**config.mk**
```make
export PLATFORM = sky130hd
export DESIGN_NAME = serial_full_add_flat
export DESIGN_NICKNAME = d
export VERILOG_FILES = /design/src/rtl/serial_full_add_if.sv /design/src/rtl/serial_full_add.sv /design/src/flat_wrapper.sv
export SDC_FILE = /design/constraint.sdc
export NUM_CORES = 1
export LEC_CHECK = 0
export BUFFER_PORTS_ARGS = -buffer_cell sky130_fd_sc_hd__buf_2
export CORE_UTILIZATION = 55
export DETAILED_ROUTE_END_ITERATION = 16
export PLACE_DENSITY = 0.9
export SLEW_MARGIN = 0
export SYNTH_ARGS = -nofsm -noshare
export SYNTH_HDL_FRONTEND = slang
export SYNTH_SLANG_ARGS = --single-unit
```
**constraint.sdc**
```tcl
create_clock -name clk -period 5 [get_ports clk]
set_clock_uncertainty 0.15 [all_clocks]
set_input_delay 0.25 -clock clk [delete_from_list [all_inputs] [get_ports clk]]
set_output_delay 0.25 -clock clk [all_outputs]
set_load 0.005 [all_outputs]
```
**src/rtl/serial_full_add_if.sv**
```systemverilog
// Operand/result bundle for the bit-serial adder. The master starts operations
// and the slave reports progress and results.
interface serial_full_add_if #(
  parameter int WIDTH = 8
);
  logic             start;
  logic [WIDTH-1:0] a;
  logic [WIDTH-1:0] b;
  logic             cin;
  logic             busy;
  logic             done;
  logic [WIDTH-1:0] sum;
  logic             cout;
  logic [1:0]       state;

  // Handshake: start is a level request that counts only while the slave is
  // idle (busy=0, done=0). The accepting edge captures a/b/cin. done is a
  // one-cycle pulse, and sum/cout are valid from that pulse until the next one.
  modport master (
    output start, a, b, cin,
    input  busy, done, sum, cout, state
  );

  modport slave (
    input  start, a, b, cin,
    output busy, done, sum, cout, state
  );
endinterface

```
**src/rtl/serial_full_add.sv**
```systemverilog
// Bit-serial unsigned adder. One full-add cell runs LSB first for WIDTH cycles,
// and the result registers are updated only at the completion edge.
module serial_full_add #(
  parameter int WIDTH = 8
) (
  input  logic              clk,
  input  logic              rst,
  serial_full_add_if.slave  bus
);
  localparam int CW = (WIDTH > 1) ? $clog2(WIDTH) : 1;

  typedef enum logic [1:0] {
    IDLE = 2'd0,
    RUN  = 2'd1,
    DONE = 2'd2
  } state_t;

  state_t           state, state_nxt;
  logic [WIDTH-1:0] a_sr, b_sr, res_sr, sum_q;
  logic             carry, cout_q;
  logic [CW-1:0]    cnt;
  logic             bit_s, bit_c, last_bit;
  logic             accept, busy_c, done_c;

  assign bit_s    = a_sr[0] ^ b_sr[0] ^ carry;
  assign bit_c    = (a_sr[0] & b_sr[0]) | (a_sr[0] & carry) | (b_sr[0] & carry);
  assign last_bit = (cnt == CW'(WIDTH - 1));

  always_ff @(posedge clk or posedge rst) begin
    if (rst) state <= IDLE;
    else     state <= state_nxt;
  end

  always_comb begin
    state_nxt = state;
    accept    = 1'b0;
    busy_c    = 1'b0;
    done_c    = 1'b0;
    case (state)
      IDLE: begin
        if (bus.start) begin
          accept    = 1'b1;
          state_nxt = RUN;
        end
      end
      RUN: begin
        busy_c = 1'b1;
        if (last_bit) state_nxt = DONE;
      end
      DONE: begin
        done_c    = 1'b1;
        state_nxt = IDLE;
      end
      default: state_nxt = IDLE;
    endcase
  end

  // The result shifts in at the MSB, so the LSB-first stream lands in order
  // after WIDTH steps. The last bit is merged directly into sum.
  always_ff @(posedge clk or posedge rst) begin
    if (rst) begin
      a_sr   <= '0;
      b_sr   <= '0;
      res_sr <= '0;
      carry  <= 1'b0;
      cnt    <= '0;
      sum_q  <= '0;
      cout_q <= 1'b0;
    end else if (accept) begin
      a_sr   <= bus.a;
      b_sr   <= bus.b;
      carry  <= bus.cin;
      cnt    <= '0;
      res_sr <= '0;
    end else if (state == RUN) begin
      a_sr   <= a_sr >> 1;
      b_sr   <= b_sr >> 1;
      carry  <= bit_c;
      res_sr <= {bit_s, res_sr[WIDTH-1:1]};
      if (last_bit) begin
        sum_q  <= {bit_s, res_sr[WIDTH-1:1]};
        cout_q <= bit_c;
      end else begin
        cnt <= cnt + CW'(1);
      end
    end
  end

  assign bus.busy  = busy_c;
  assign bus.done  = done_c;
  assign bus.sum   = sum_q;
  assign bus.cout  = cout_q;
  assign bus.state = state;
endmodule
```
**src/flat_wrapper.sv**
```systemverilog
// flat-port wrapper written by rule: the top's interface ports become plain ports
module serial_full_add_flat 
#(
  parameter int WIDTH = 8
)
  (clk, rst, bus_start, bus_a, bus_b, bus_cin, bus_busy, bus_done, bus_sum, bus_cout, bus_state);
  serial_full_add_if #(.WIDTH(WIDTH)) bus_i ();
  input  logic clk;
  input  logic rst;
  input wire logic [$bits(bus_i.start)-1:0] bus_start;
  input wire logic [$bits(bus_i.a)-1:0] bus_a;
  input wire logic [$bits(bus_i.b)-1:0] bus_b;
  input wire logic [$bits(bus_i.cin)-1:0] bus_cin;
  output wire logic [$bits(bus_i.busy)-1:0] bus_busy;
  output wire logic [$bits(bus_i.done)-1:0] bus_done;
  output wire logic [$bits(bus_i.sum)-1:0] bus_sum;
  output wire logic [$bits(bus_i.cout)-1:0] bus_cout;
  output wire logic [$bits(bus_i.state)-1:0] bus_state;
  assign bus_i.start = bus_start;
  assign bus_i.a = bus_a;
  assign bus_i.b = bus_b;
  assign bus_i.cin = bus_cin;
  assign bus_busy = bus_i.busy;
  assign bus_done = bus_i.done;
  assign bus_sum = bus_i.sum;
  assign bus_cout = bus_i.cout;
  assign bus_state = bus_i.state;
  serial_full_add #(.WIDTH(WIDTH)) u_core (.clk(clk), .rst(rst), .bus(bus_i));
endmodule
```
==> summary.txt, run 1 <==
Drt
  • Via density: between 5 and 6
  • Vias: 1,253
  • Post-route ant nets: 0
  • DRC violations left: 0
  • DR pass1 iterations: 4
  • WL final: about 3300 um
  • DRT iter0 DRCs: 37
  • Routed length per placed instance: approximately 14 um

Yosys
  • Syn Inst Count: approximately 150
  • FFs w/ async S/R, synth: 1.00
  • Distinct cells, synth: 31
  • Synth Net Count: between 150 and 200
  • Commonest register cell after synthesis: dfrtp_1
  • Yosys warns: 0
  • Synth area leader: dfrtp_1
  • Most frequent cell after synthesis: dfrtp_1
  • Area of the mapped netlist: 1810 um2
  • EDFF count, synth: 0
  • Synth cell count leaders: 38 x dfrtp_1, 18 x nor3_1, 14 x nor2_1
  • Seq/Total Area, Yosys: 0.526
  • Leading post-synthesis cells by cell area: dfrtp_1 53%, mux2_4 7.5%, a22o_1 5.8%
  • #FFs+latches synth: 38
  • Proportion of netlist area held by the largest area contributor: 0.526
  • Avg Inst Size Synth: around 12 um2

CTS
  • Longest Clk Path Bufs: 2
  • TritonCTS clock tree: yes
  • Insertion delay to the later sink of the worst-skew pair: approximately 340 ps
  • CTS clk-pin slew, worst paths: ~110 ps
  • Postcts setup bufs: 0
  • Root Buffer: clkbuf_4
  • Htree depth: 2
  • Sink Count: 38
  • Total CTS buffers: 5

Die
  • Die ar.: ~3500 um2
  • Die width: 59.4 um
  • Num rows: 20
  • Initial Util: 0.588
  • Core area: ~3000 um2
  • # IOs: 33
  • Die Y: 59.4 um

GRT
  • Grt total ovfl: 0
  • Initial antenna violation count: 0
  • Vias in the first global route: between 1,000 and 1,500
  • First-pass GRT wire length: between 5000 and 6000 um
  • Total Routing Usage GR: 0.221
  • Largest net degree at the start of global routing: 39

Setup path
  • Startpoint type of the worst setup path: flip-flop
  • Crit Path Class: reg -> out
  • Worst Path Arrival: about 2000 ps
  • Worst setup startpoint: u_core.bus.state[1]
  • Setup crit end kind: output port
  • Crit path max fanout: 38
  • RR Startpoint: u_core.bus.state[1]
  • CP required: 4600 ps

Status
  • Status: completed

STA
  • Setup_tns: 0 ps
  • Final worst-path cycle share: 0.480
  • Final setup fails: 0
  • Slew HR: 0.300
  • Post-route setup slack: ~2600 ps
  • Hold violation count in the final report: 0
  • Max Freq: 417 MHz
  • Hold_ws: about 52 ps
  • Worst Tran Pin Value: between 1000 and 1500 ps
  • RSZ-0062 raised after global routing: no
  • Final slew viol count: 0
  • Tmin final: roughly 2400 ps

Finish
  • Ant diodes: 0
  • Area Growth Syn to Fin: 14.5%
  • Layout filler cell count: 260
  • Layout cells sized above 1: 0.350
  • Layout Nets: 206
  • Core Util, Final: 0.673

Power
  • Power Dens Cells: roughly 600 nW/um2
  • Leak: between 0.0009 and 0.001 uW
  • Max VDD drop: about 0.26 mV
  • Design Power: 1240 uW

Place
  • Port bufs: 32
  • Worst slack at placement: 2810 ps
  • Hpwl dp: 2300 um
  • Global placement routability congestion: 0.766

Flow run
  • Max Cap Viol: 0

Min path
  • Worst hold path class: in -> reg
  • Worst Min Path Start: bus_b[7]
worst paths after layout:
path | endpoint | slack [ps] | cells past startpoint
hold reg to reg | u_core.a_sr[7] | 360 | 2
hold / removal | u_core.b_sr[7] | 50 | 3
min in group asynchronous | u_core.bus.sum[0] | 400 | 4
max in group asynchronous | u_core.b_sr[1] | 3970 | 4
setup / recovery | bus_busy | 2600 | 3
setup reg to reg | u_core.bus.sum[5] | 2780 | 4
area by class of cell:
cell class	instances	area, um2	area share
flip-flops and latches	38	951	0.459
multi-input cells	99	776	0.375
repair buffers	35	188	0.0906
well taps	44	55.1	0.0266
clock buffers	6	51.3	0.0248
clock inverters	1	30.0	0.0145
inverters	4	20.0	0.00967
sequential cells by signal (all words and copies together), names as in the netlist:
name / cells
u_core.bus.sum: 8
u_core.bus.state: 2
u_core.carry: 1
u_core.b_sr: 8
u_core.a_sr: 8
u_core.bus.cout: 1
u_core.res_sr: 7
u_core.cnt: 3
through the flow:
step	cell area, um2	cells
2_1_floorplan	1810	151
3_3_place_gp	1970	218
3_5_place_dp	1970	218
4_1_cts	2070	227
5_1_grt	2070	227
6_report	2070	227
timing repair:
item | 4_1_cts | 5_1_grt
hold buffers | 2 | 0
endpoints found under the hold margin | 39 | 0
gates resized for setup | 0 | 0
critical path: stages (launching register included):
cell and delay [ps]:
dfrtp_1 1040, nand2b_4 340, clkinv_4 120, buf_2 150
power by group:
group | internal, uW | switching, uW | leakage (uW)
clock | 116 | 96.5 | 0.0000443
sequential | 445 | 121 | 0.000466
combinational | 261 | 202 | 0.000487
total | 823 | 419 | 0.000998
cell families (layout without fill, tap and decap cells):
logic type / count (synthesis) / after routing / synth area share
buffers and inverters: 14 / 46 / 0.0456
flip-flops: 38 / 38 / 0.526
adder cells (fa/ha/maj): 3 / 3 / 0.0249
AND/OR/NAND/NOR: 65 / 65 / 0.230
multiplexers: 10 / 10 / 0.0809
AO/OA/AOI/OAI: 21 / 21 / 0.0934
per-layer routing:
layer / GRT usage / up-vias / routed length [um]
li1: - / 603 / -
met1: 0.292 / 607 / 1480
met2: 0.348 / 36 / 1570
met3: 0.0633 / 7 / 177
met4: 0.0782 / 0 / 48
met5: 0 / - / 0
layout by cell type, fill, tap and decap left out, types with 2 or more instances in the layout:
master         count
inv_1              2
nand2_1            2
nor3_2             9
dfrtp_1           38
nor3b_1           11
nor2_1            14
nand2b_1           3
buf_2             32
mux2_4             9
a22o_1            12
dlygate4sd3_1      2
nor2b_1            4
clkbuf_4           5
o22ai_1            3
nor3_1            18
ha_1               2
(Power assumes the default switching activity.)
==> run 2, diff against run 1 <==
- ABC_AREA: default -> 1
- CORE_UTILIZATION: 55 -> 48
- PLACE_DENSITY: 0.9 -> 0.85
- clock period: 5 -> 2.2 ns (I/O delays scaled with it)
==> summary.txt, run 2 <==
Status
  • Status: completed (unchanged)

Die
  • Core area: 3340 um2 (was 3080 um2)
  • Num rows: 21 (was 20)
  • Initial Util: 0.503 (was 0.588)
  • Die Y: 61.1 um (was 59.4 um)
  • # IOs: 33 (unchanged)
  • Die width: 61.1 um (was 59.4 um)
  • Die ar.: 3740 um2 (was 3520 um2)

Yosys
  • Fraction of the mapped netlist area in simple logic gates: 0.355 (was 0.230)
  • Seq/Total Area, Yosys: 0.566 (was 0.526)
  • Area share of fa/ha/maj cells after synthesis: 0.0268 (was 0.0249)
  • Proportion of netlist area held by the largest area contributor: 0.566 (was 0.526)
  • Avg Inst Size Synth: 8.93 um2 (was 12.0 um2)
  • Synth area leader: dfrtp_1 (unchanged)
  • Yosys warns: 0 (unchanged)
  • Syn Inst Count: 188 (was 151)
  • Mux cell area share after synthesis: 0 (was 0.0809)
  • Commonest register cell after synthesis: dfrtp_1 (unchanged)
  • FFs w/ async S/R, synth: 1.00 (unchanged)
  • Distinct cells, synth: 18 (was 31)
  • Synth Net Count: 211 (was 174)
  • Synth cell count leaders: 68 x nand2_1, 58 x nand3_1, 38 x dfrtp_1 (was 38 x dfrtp_1, 18 x nor3_1, 14 x nor2_1)
  • Area of the mapped netlist: 1680 um2 (was 1810 um2)
  • Leading post-synthesis cells by cell area: dfrtp_1 57%, nand3_1 17%, nand2_1 15% (was dfrtp_1 53%, mux2_4 7.5%, a22o_1 5.8%)
  • Largest family of logic cells by synthesized area: simple AND/OR/NAND/NOR gates (unchanged)
  • Most frequent cell after synthesis: nand2_1 (was dfrtp_1)
  • #FFs+latches synth: 38 (unchanged)
  • XOR/XNOR Fraction of Synth Area: 0 (unchanged)
  • Post-synthesis compound-gate area fraction: 0 (was 0.0934)
  • EDFF count, synth: 0 (unchanged)

STA
  • Post-route setup slack: 429 ps (was 2600 ps)
  • Tmin final: 1770 ps
  • RSZ-0062 raised after global routing: no (unchanged)
  • Worst Tran Pin Value: 746 ps (was 1050 ps)
  • Slew HR: 0.502 (was 0.300)
  • Final setup fails: 0 (unchanged)
  • Hold violation count in the final report: 0 (unchanged)
  • Final slew viol count: 0 (unchanged)
  • Setup_tns: 0 ps (unchanged)
  • Final worst-path cycle share: 0.805
  • Max Freq: 565 MHz

Place
  • Number of instances in the placed design: 258 (was 218)
  • Global placement routability congestion: 0.771 (was 0.766)
  • Port bufs: 32 (unchanged)
  • Worst slack at placement: 609 ps (was 2810 ps)
  • Hpwl dp: 2120 um (was 2300 um)

Finish
  • Layout cells sized above 1: 0.194 (was 0.350)
  • Multi-input gate area: 642 um2 (was 776 um2)
  • Post-route insts no fill: 283 (was 227)
  • Most common cell after layout, fill and taps aside: nand2_1 (was dfrtp_1)
  • Register area: 951 um2 (unchanged)
  • Layout filler cell count: 300 (was 260)
  • Ant diodes: 0 (unchanged)
  • Most frequent cells in the layout: 68 x nand2_1, 58 x nand3_1, 38 x dfrtp_1 (was 38 x dfrtp_1, 32 x buf_2, 18 x nor3_1)
  • Layout Nets: 260 (was 206)
  • Area Growth Syn to Fin: 25.3% (was 14.5%)

GRT
  • Initial antenna violation count: 0 (unchanged)
  • Largest net degree at the start of global routing: 39 (unchanged)
  • Total Routing Usage GR: 0.206 (was 0.221)
  • First-pass GRT wire length: 5430 um (was 5710 um)
  • Vias in the first global route: 1,263 (was 1,272)
  • Grt total ovfl: 0 (unchanged)

Power
  • Max VDD drop: 0.745 mV (was 0.261 mV)
  • NetSw: 938 uW (was 419 uW)
  • Sw frac: 0.371 (was 0.338)
  • Comb pwr share: 0.347 (was 0.373)
  • Power Dens Cells: 1200 nW/um2 (was 600 nW/um2)
  • Clk pwr share: 0.192 (was 0.171)
  • Leak: 0.00111 uW (was 0.000998 uW)
  • Cell internal pwr: 1590 uW (was 823 uW)
  • Part of the power in registers: 0.460 (was 0.455)

Setup path
  • Setup crit end kind: output port (unchanged)
  • Cell count of the worst reg-to-reg path: 7 (was 4)
  • Startpoint type of the worst setup path: flip-flop (unchanged)
  • Crit Path Class: reg -> out (unchanged)
  • Crit path max fanout: 26 (was 38)
  • Worst Path Arrival: 1510 ps (was 2000 ps)
  • CP required: 1940 ps (was 4600 ps)

CTS
  • Postcts setup bufs: 0 (unchanged)
  • Root Buffer: clkbuf_4 (unchanged)
  • Sink Count: 38 (unchanged)
  • Htree depth: 2 (unchanged)
  • CTS clk-pin slew, worst paths: 120 ps (was 110 ps)
  • Longest Clk Path Bufs: 2 (unchanged)
  • Insertion delay to the later sink of the worst-skew pair: 340 ps (about the same)
  • Total CTS buffers: 5 (unchanged)
  • TritonCTS clock tree: yes (unchanged)

Drt
  • Post-route ant nets: 0 (unchanged)
  • Via density: 5.00 (was 5.52)
  • WL final: 3310 um (was 3270 um)
  • DRC violations left: 0 (unchanged)
  • Routed length per placed instance: 11.7 um (was 14.4 um)
  • DRT iter0 DRCs: 39 (was 37)
  • Vias: 1,416 (was 1,253)
  • DR pass1 iterations: 4 (unchanged)

Min path
  • Worst hold path class: in -> reg (unchanged)
  • Hold path depth: 3 (unchanged)

Flow run
  • Max Cap Viol: 0 (unchanged)
## run 2: worst max-delay path, stage by stage, from the launching register on
cell	delay [ps]
dfrtp_1	510
nand2_4	230
inv_4	280
buf_2	160
## run 2: per-stage QoR
step                      power (uW)  area [um2]   util  hold WS [ps]
final                           2530        2100  0.631          43.1
after global routing            2750        2100  0.631          35.3
after CTS                       2550        2100  0.631          31.1
after detailed placement        2040        1840  0.552           101
after global placement          1990        1840  0.552          86.1
after floorplan                 1830        1680      -          69.6
## run 2: cell families after synthesis
logic type                 Yosys count
and+or+nand+nor                    132
DFF                                 38
adders and majority gates            3
buffers and inverters               15
## run 2: power by group through the flow
stage | combinational (uW) | clock [uW] | sequential [uW]
5_1_grt | 1010 | 533 | 1200
6_report | 878 | 486 | 1160
2_1_floorplan | 674 | 0 | 1150
3_3_place_gp | 828 | 0 | 1160
3_5_place_dp | 865 | 0 | 1180
4_1_cts | 891 | 498 | 1160
## run 2: worst paths after layout
kind	from	to	slack, ps
min	bus_start	u_core.a_sr[3]	40
max reg2reg	u_core.cnt[0]	u_core.cnt[1]	590
min in group asynchronous	rst	u_core.bus.sum[1]	260
max in group asynchronous	rst	u_core.cnt[2]	1280
min reg2reg	u_core.bus.sum[2]	u_core.bus.sum[2]	330
max	u_core.bus.state[0]	bus_busy	430
## run 2: final cells by class
type / instances / area share
sequential: 38 / 0.452
multi-input combinational: 135 / 0.305
timing repair buffer: 51 / 0.165
tap: 46 / 0.0273
clock buffer: 6 / 0.0244
clock inverter: 1 / 0.0143
inverter: 6 / 0.0119
## run 2: repair_timing
item                      4_1_cts  5_1_grt
resized for setup               0        0
hold endpoints to repair       55        0
hold buffers                   18        0
## run 2: layer usage
layer / track usage / vias to the layer above / share of wire
met1: 0.255 / 661 / 0.44
li1: - / 711 / -
met5: 0 / - / 0
met4: 0.101 / 0 / 0.016
met3: 0.0462 / 7 / 0.037
met2: 0.340 / 37 / 0.51
